**src/rtl/stream_packet_buffer_if.sv**
```systemverilog
// Stream bus bundle (data, byte strobes, valid/ready, last) for the packet buffer ports.
// The master drives the payload and valid; the slave drives ready.
interface stream_packet_buffer_if #(
    parameter int DATA_WIDTH = 32
) ();
    logic [DATA_WIDTH-1:0]   tdata;
    logic [DATA_WIDTH/8-1:0] tstrb;
    logic                    tvalid;
    logic                    tlast;
    logic                    tready;

    modport master (output tdata, output tstrb, output tvalid, output tlast, input tready);
    modport slave  (input tdata, input tstrb, input tvalid, input tlast, output tready);
endinterface

```
**src/rtl/stream_packet_buffer.sv**
```systemverilog
// Store-and-forward packet buffer: stores a whole packet, then replays it; first replay beat 2 edges after tlast accept.
// Upstream ready only in FILL (no intake during replay); replay holds outputs while downstream is not ready.
module stream_packet_buffer #(
    parameter int DATA_WIDTH = 32,
    parameter int DEPTH      = 16
) (
    input  logic                          s01_axis_aclk,
    input  logic                          s01_axis_areset,
    stream_packet_buffer_if.slave         s01_axis,
    stream_packet_buffer_if.master        m01_axis,
    output logic                          overflow
);
    localparam int STRB_W  = DATA_WIDTH / 8;
    localparam int ADDR_W  = $clog2(DEPTH);
    localparam int PTR_W   = ADDR_W + 1;
    localparam int ENTRY_W = DATA_WIDTH + STRB_W;
    localparam logic [PTR_W-1:0] DEPTH_P = PTR_W'(DEPTH);
    localparam logic [PTR_W-1:0] ONE_P   = PTR_W'(1);

    typedef enum logic [1:0] {FILL, LOAD, DRAIN} state_t;

    state_t                state_q, state_d;
    logic [PTR_W-1:0]      wr_count_q, wr_count_d;
    logic [PTR_W-1:0]      rd_ptr_q, rd_ptr_d;
    logic [PTR_W-1:0]      len_q, len_d;
    logic                  overflow_q, overflow_d;
    logic                  s_rdy_q, s_rdy_d;
    logic                  m_vld_q, m_vld_d;
    logic                  m_last_q, m_last_d;
    logic [DATA_WIDTH-1:0] m_dat_q, m_dat_d;
    logic [STRB_W-1:0]     m_stb_q, m_stb_d;

    logic [ENTRY_W-1:0]    mem [DEPTH];
    logic [ENTRY_W-1:0]    rd_entry;
    logic [ADDR_W-1:0]     rd_addr;
    logic [PTR_W-1:0]      rd_ptr_nxt;
    logic                  mem_we;
    logic                  s_acc;
    logic                  m_hs;
    logic                  wr_full;

    assign s_acc      = s01_axis.tvalid & s_rdy_q;
    assign m_hs       = m01_axis.tready & m_vld_q;
    assign wr_full    = (wr_count_q == DEPTH_P);
    assign rd_ptr_nxt = rd_ptr_q + 1'b1;
    // LOAD always fetches entry 0; DRAIN prefetches the entry after the one on the bus.
    assign rd_addr    = (state_q == LOAD) ? '0 : rd_ptr_nxt[ADDR_W-1:0];
    assign rd_entry   = mem[rd_addr];

    always_comb begin
        state_d    = state_q;
        wr_count_d = wr_count_q;
        rd_ptr_d   = rd_ptr_q;
        len_d      = len_q;
        overflow_d = overflow_q;
        s_rdy_d    = s_rdy_q;
        m_vld_d    = m_vld_q;
        m_last_d   = m_last_q;
        m_dat_d    = m_dat_q;
        m_stb_d    = m_stb_q;
        mem_we     = 1'b0;

        case (state_q)
            FILL: begin
                s_rdy_d = 1'b1;
                if (s_acc) begin
                    if (wr_count_q == '0) begin
                        overflow_d = 1'b0;
                    end
                    // Beats beyond capacity are dropped but the packet still ends on its tlast.
                    if (wr_full) begin
                        overflow_d = 1'b1;
                    end else begin
                        mem_we     = 1'b1;
                        wr_count_d = wr_count_q + 1'b1;
                    end
                    if (s01_axis.tlast) begin
                        state_d = LOAD;
                        s_rdy_d = 1'b0;
                        len_d   = wr_full ? DEPTH_P : wr_count_q + 1'b1;
                    end
                end
            end
            LOAD: begin
                m_dat_d  = rd_entry[ENTRY_W-1:STRB_W];
                m_stb_d  = rd_entry[STRB_W-1:0];
                m_vld_d  = 1'b1;
                m_last_d = (len_q == ONE_P);
                rd_ptr_d = '0;
                state_d  = DRAIN;
            end
            DRAIN: begin
                if (m_hs) begin
                    if (m_last_q) begin
                        m_vld_d    = 1'b0;
                        m_last_d   = 1'b0;
                        wr_count_d = '0;
                        s_rdy_d    = 1'b1;
                        state_d    = FILL;
                    end else begin
                        rd_ptr_d = rd_ptr_nxt;
                        m_dat_d  = rd_entry[ENTRY_W-1:STRB_W];
                        m_stb_d  = rd_entry[STRB_W-1:0];
                        m_last_d = (rd_ptr_nxt == len_q - 1'b1);
                    end
                end
            end
            default: begin
                state_d = FILL;
            end
        endcase
    end

    always_ff @(posedge s01_axis_aclk or posedge s01_axis_areset) begin
        if (s01_axis_areset) begin
            state_q    <= FILL;
            wr_count_q <= '0;
            rd_ptr_q   <= '0;
            len_q      <= '0;
            overflow_q <= 1'b0;
            s_rdy_q    <= 1'b0;
            m_vld_q    <= 1'b0;
            m_last_q   <= 1'b0;
            m_dat_q    <= '0;
            m_stb_q    <= '0;
        end else begin
            state_q    <= state_d;
            wr_count_q <= wr_count_d;
            rd_ptr_q   <= rd_ptr_d;
            len_q      <= len_d;
            overflow_q <= overflow_d;
            s_rdy_q    <= s_rdy_d;
            m_vld_q    <= m_vld_d;
            m_last_q   <= m_last_d;
            m_dat_q    <= m_dat_d;
            m_stb_q    <= m_stb_d;
        end
    end

    always_ff @(posedge s01_axis_aclk) begin
        if (mem_we) begin
            mem[wr_count_q[ADDR_W-1:0]] <= {s01_axis.tdata, s01_axis.tstrb};
        end
    end

    assign s01_axis.tready = s_rdy_q;
    assign m01_axis.tvalid = m_vld_q;
    assign m01_axis.tlast  = m_last_q;
    assign m01_axis.tdata  = m_dat_q;
    assign m01_axis.tstrb  = m_stb_q;
    assign overflow        = overflow_q;
endmodule

```
**src/flat_wrapper.sv**
```systemverilog
// flat-port wrapper written by rule: the top's interface ports become plain ports
module stream_packet_buffer_flat 
#(
    parameter int DATA_WIDTH = 32,
    parameter int DEPTH      = 16
)
  (s01_axis_aclk, s01_axis_areset, overflow, s01_axis_tdata, s01_axis_tstrb, s01_axis_tvalid, s01_axis_tlast, s01_axis_tready, m01_axis_tdata, m01_axis_tstrb, m01_axis_tvalid, m01_axis_tlast, m01_axis_tready);
  stream_packet_buffer_if #(.DATA_WIDTH(DATA_WIDTH)) s01_axis_i ();
  stream_packet_buffer_if #(.DATA_WIDTH(DATA_WIDTH)) m01_axis_i ();
  input  logic s01_axis_aclk;
  input  logic s01_axis_areset;
  output logic overflow;
  input wire logic [$bits(s01_axis_i.tdata)-1:0] s01_axis_tdata;
  input wire logic [$bits(s01_axis_i.tstrb)-1:0] s01_axis_tstrb;
  input wire logic [$bits(s01_axis_i.tvalid)-1:0] s01_axis_tvalid;
  input wire logic [$bits(s01_axis_i.tlast)-1:0] s01_axis_tlast;
  output wire logic [$bits(s01_axis_i.tready)-1:0] s01_axis_tready;
  output wire logic [$bits(m01_axis_i.tdata)-1:0] m01_axis_tdata;
  output wire logic [$bits(m01_axis_i.tstrb)-1:0] m01_axis_tstrb;
  output wire logic [$bits(m01_axis_i.tvalid)-1:0] m01_axis_tvalid;
  output wire logic [$bits(m01_axis_i.tlast)-1:0] m01_axis_tlast;
  input wire logic [$bits(m01_axis_i.tready)-1:0] m01_axis_tready;
  assign s01_axis_i.tdata = s01_axis_tdata;
  assign s01_axis_i.tstrb = s01_axis_tstrb;
  assign s01_axis_i.tvalid = s01_axis_tvalid;
  assign s01_axis_i.tlast = s01_axis_tlast;
  assign s01_axis_tready = s01_axis_i.tready;
  assign m01_axis_tdata = m01_axis_i.tdata;
  assign m01_axis_tstrb = m01_axis_i.tstrb;
  assign m01_axis_tvalid = m01_axis_i.tvalid;
  assign m01_axis_tlast = m01_axis_i.tlast;
  assign m01_axis_i.tready = m01_axis_tready;
  stream_packet_buffer #(.DATA_WIDTH(DATA_WIDTH), .DEPTH(DEPTH)) u_core (.s01_axis_aclk(s01_axis_aclk), .s01_axis_areset(s01_axis_areset), .s01_axis(s01_axis_i), .m01_axis(m01_axis_i), .overflow(overflow));
endmodule
```
**config.mk**
```make
export PLATFORM = sky130hd
export DESIGN_NAME = stream_packet_buffer_flat
export DESIGN_NICKNAME = d
export VERILOG_FILES = /design/src/rtl/stream_packet_buffer_if.sv /design/src/rtl/stream_packet_buffer.sv /design/src/flat_wrapper.sv
export SDC_FILE = /design/constraint.sdc
export NUM_CORES = 1
export LEC_CHECK = 0
export CORE_ASPECT_RATIO = 1.2
export CORE_MARGIN = 2
export CORE_UTILIZATION = 30
export CTS_CLUSTER_SIZE = 10
export DETAILED_ROUTE_END_ITERATION = 16
export GPL_ROUTABILITY_DRIVEN = 0
export SLEW_MARGIN = 30
export SYNTH_ARGS = -nofsm -noshare
export SYNTH_HDL_FRONTEND = slang
export SYNTH_SLANG_ARGS = --single-unit
```
**constraint.sdc**
```tcl
create_clock -name s01_axis_aclk -period 8.9 [get_ports s01_axis_aclk]
set_input_delay 2.67 -clock s01_axis_aclk [delete_from_list [all_inputs] [get_ports s01_axis_aclk]]
set_output_delay 2.67 -clock s01_axis_aclk [all_outputs]
set_load 0.05 [all_outputs]
```
==> impl_metrics.env <==
export IMPL_routedWlPerCell_um=20.9
export IMPL_die_area_um2=86500
export IMPL_io_pins=81
export IMPL_synth_top_area_share_pct=68.5
export IMPL_cp_cell_sequence="clkdlybuf4s50_1"
export IMPL_syn_area_um2=25300
export IMPL_ant_nets=0
export IMPL_clk_pin_slew_ns=0.06
export IMPL_power_density_nw_per_um2=304
export IMPL_hold_buffers=0
export IMPL_synth_largest_area_cell="edfxtp_1"
export IMPL_finalWorstPathRequiredPeriod_ns=4.67
export IMPL_max_slew_margin_rel_pct=32.6
export IMPL_cp_slowest_cell="clkdlybuf4s50_1"
export IMPL_utilization_pct=35.4
export IMPL_reg2reg_from="u_core.rd_ptr_q[0]"
export IMPL_grt_usage_pct=13.6
export IMPL_switching_power_uw=2940
export IMPL_finalWirelength_mm=58.5
export IMPL_start_util_pct=30.3
export IMPL_initialDrtViolationCount=1238
export IMPL_viasPerCell=5.00
export IMPL_irDropWorstVdd_mv=0.197
export IMPL_path_class="reg -> out"
export IMPL_rows=116
export IMPL_antenna_found_initial=2
export IMPL_die_h_um=322
export IMPL_portBuffers=80
export IMPL_ff2ff_path_depth=8
export IMPL_seq_power_share_pct=41.2
export IMPL_ys_ff_latch=633
export IMPL_vias=14023
export IMPL_cp_depth=1
export IMPL_seqCellArea_um2=18700
export IMPL_setup_tns_ns=0
export IMPL_synth_area_leaders="edfxtp_1 (68%), dfrtp_1 (5.6%), mux4_2 (2.9%), a2111oi_0 (2.3%), nor2b_1 (1.8%)"
export IMPL_rsz0062_at_grt="no"
export IMPL_slew_violations=0
export IMPL_firstDrtPassIters=5
export IMPL_clock_sinks=633
export IMPL_startpoint_type="flop"
export IMPL_synth_nets=1615
export IMPL_core_um2=83500
export IMPL_power_clock_fraction_pct=30.6
export IMPL_final_hold_violation_count=0
export IMPL_switching_share_pct=32.7
export IMPL_nets=1673
export IMPL_required_ns=6.23
export IMPL_cts_buffers=73
export IMPL_postCtsSetupBuffers=0
export IMPL_insertion_delay_ns=0.62
export IMPL_fin_skew_ns=0.0270
export IMPL_synthArstFlopShare_pct=9.00
export IMPL_critical_path_endpoint="m01_axis_tdata[31]"
export IMPL_area_growth_pct=17.0
export IMPL_syn_avg_cell_area_um2=16.1
export IMPL_synth_ff_type="edfxtp_1"
export IMPL_path_buf_inv=1
export IMPL_cts_tree="built"
export IMPL_leakage_uw=0.00900
export IMPL_ctsResizeCount=0
export IMPL_post_route_period_util_pct=52.4
export IMPL_combPwrFrac_pct=28.2
export IMPL_critPathTopFamily="buffers and inverters"
export IMPL_hold_slack_ns=0.503
export IMPL_yosys_cell_types_count=57
export IMPL_max_freq_mhz=214
export IMPL_critPathMaxStageDelay_ns=0.87
export IMPL_p_int_uw=6050
export IMPL_finalSetupViolCount=0
export IMPL_ys_warn_count=0
export IMPL_grt_first_pass_wirelength_mm=88.5
export IMPL_arrival_ns=2.00
export IMPL_gr_total_overflow=0
export IMPL_cts_htree_levels=3
export IMPL_grt_max_degree=143
export IMPL_maxCapViolations=0
export IMPL_grt_pass1_vias=14495
export IMPL_drcViolationCount=0
export IMPL_n_antenna_cell=0
export IMPL_tightest_slew_ns=1.01
export IMPL_status="completed"
export IMPL_cp_max_fo=2
export IMPL_cp_end_kind="output port"
export IMPL_synth_cells=1564
export IMPL_fillCellCount=7782
export IMPL_clk_path_buf_depth=3
export IMPL_synth_edf_count=576
export IMPL_multi_input_area_um2=6140
export IMPL_critPathLaunch="u_core.m01_axis.tdata[31]"
export IMPL_cts_root_buf="clkbuf_16"
export IMPL_r2r_end="u_core.m01_axis.tdata[16]"
export IMPL_min_from="u_core.rd_ptr_q[4]"
export IMPL_r2r_slack_ns=4.99
export IMPL_place_detailed_hpwl_mm=31.9
export IMPL_ys_seq_area_share_pct=74.1
export IMPL_drive_above_1_share_pct=12.1
export IMPL_worstHoldPathType="reg -> reg"
export IMPL_die_width_um=269
## synth_stat cells (3+ instances only)
master,instances
o21ai_1,13
mux4_2,33
inv_1,11
edfxtp_1,576
mux2i_1,35
clkbuf_1,80
mux2_2,35
a31oi_1,38
dfrtp_1,57
nand3_1,13
xnor2_1,6
buf_4,4
buf_1,10
nor2_1,50
or2_2,3
ha_1,10
a21oi_1,6
nor4_1,3
nand4_1,3
a311oi_1,38
a2bb2oi_1,32
a2111oi_0,65
o31ai_1,6
nand2_1,100
o21ai_0,73
and2_1,16
nand3b_1,34
o22ai_1,4
nor2b_1,74
o211ai_1,34
nor3_1,3
buf_2,21
xor2_1,7
a211oi_1,39
nand2b_1,4
## sequential cells by signal, indices dropped and copies added, names as in the netlist, 2 cells and up
register               cells
u_core.mem               576
u_core.len_q               5
u_core.state_q             2
u_core.wr_count_q          5
u_core.m01_axis.tstrb      4
u_core.m01_axis.tdata     32
u_core.rd_ptr_q            5
## routing by layer
layer / up-vias / wire (µm) / GRT usage, %
met5: - / 27 / 0
met4: 4 / 1740 / 5.40
met3: 96 / 2760 / 2.39
met2: 344 / 29600 / 23.0
met1: 7219 / 24400 / 17.1
li1: 6360 / - / -
## how the worst min path moves through the flow
stage | cells after the start | end | slack [ns]
finish | 2 | u_core.rd_ptr_q[4] | 0.50
global route | 2 | u_core.rd_ptr_q[4] | 0.55
CTS | 2 | u_core.rd_ptr_q[4] | 0.51
detailed placement | 2 | u_core.rd_ptr_q[4] | 0.49
global placement | 2 | u_core.rd_ptr_q[4] | 0.48
floorplan | 2 | u_core.rd_ptr_q[4] | 0.47
## cell type report
type,instances,area share (%)
flip-flops and latches,633,63.4
clock inverters,6,0.352
inverters,11,0.140
well taps,1121,4.75
multi-input cells,805,20.8
clock buffers,128,7.06
repair buffers,98,3.49
## stage by stage
step           setup slack [ns]  instance area [µm²]  total power (µW)  cells
3_3_place_gp               3.76                27200              6190   2664
5_1_grt                    4.24                29500              9380   2802
3_5_place_dp               3.84                27300              6310   2667
6_report                   4.23                29500              8980   2802
2_1_floorplan              3.08                25300              5430   1564
4_1_cts                    4.25                29500              9060   2801
## power groups by stage
stage,clock network [µW],registers (µW),logic [µW]
floorplan,0,3960,1470
global placement,0,3790,2390
detailed placement,0,3800,2510
CTS,2800,3740,2510
global route,2920,3730,2730
finish,2750,3700,2530
## cells by family (layout without fill, tap and decap cells)
| family | count (synthesis) | count (layout) | synth area share [%] |
|---|---|---|---|
| multiplexers | 103 | 103 | 5.89 |
| XOR/XNOR | 15 | 15 | 0.580 |
| buffers and inverters | 126 | 243 | 2.04 |
| AO/OA/AOI/OAI | 363 | 363 | 10.4 |
| AND/OR/NAND/NOR | 314 | 314 | 6.43 |
| flip-flops | 633 | 633 | 74.1 |
| adder cells (fa/ha/maj) | 10 | 10 | 0.495 |
## layout by cell type (no fill, tap or decap), types with 10 or more instances in the layout
master           count
a311oi_1            38
clkbuf_16           75
mux2_2              35
a2111oi_0           65
a2bb2oi_1           32
and2_4              13
nor2_1              45
dfrtp_1             56
edfxtp_1           576
clkbuf_1            52
nand3b_1            34
nand2_1            100
nand3_1             13
clkdlybuf4s50_1     80
mux4_2              33
a211oi_1            39
o211ai_1            34
nor2b_1             74
buf_4               12
a31oi_1             38
mux2i_1             35
o21ai_1             13
o21ai_0             73
inv_1               10
Power figures use the tool's default switching activity.
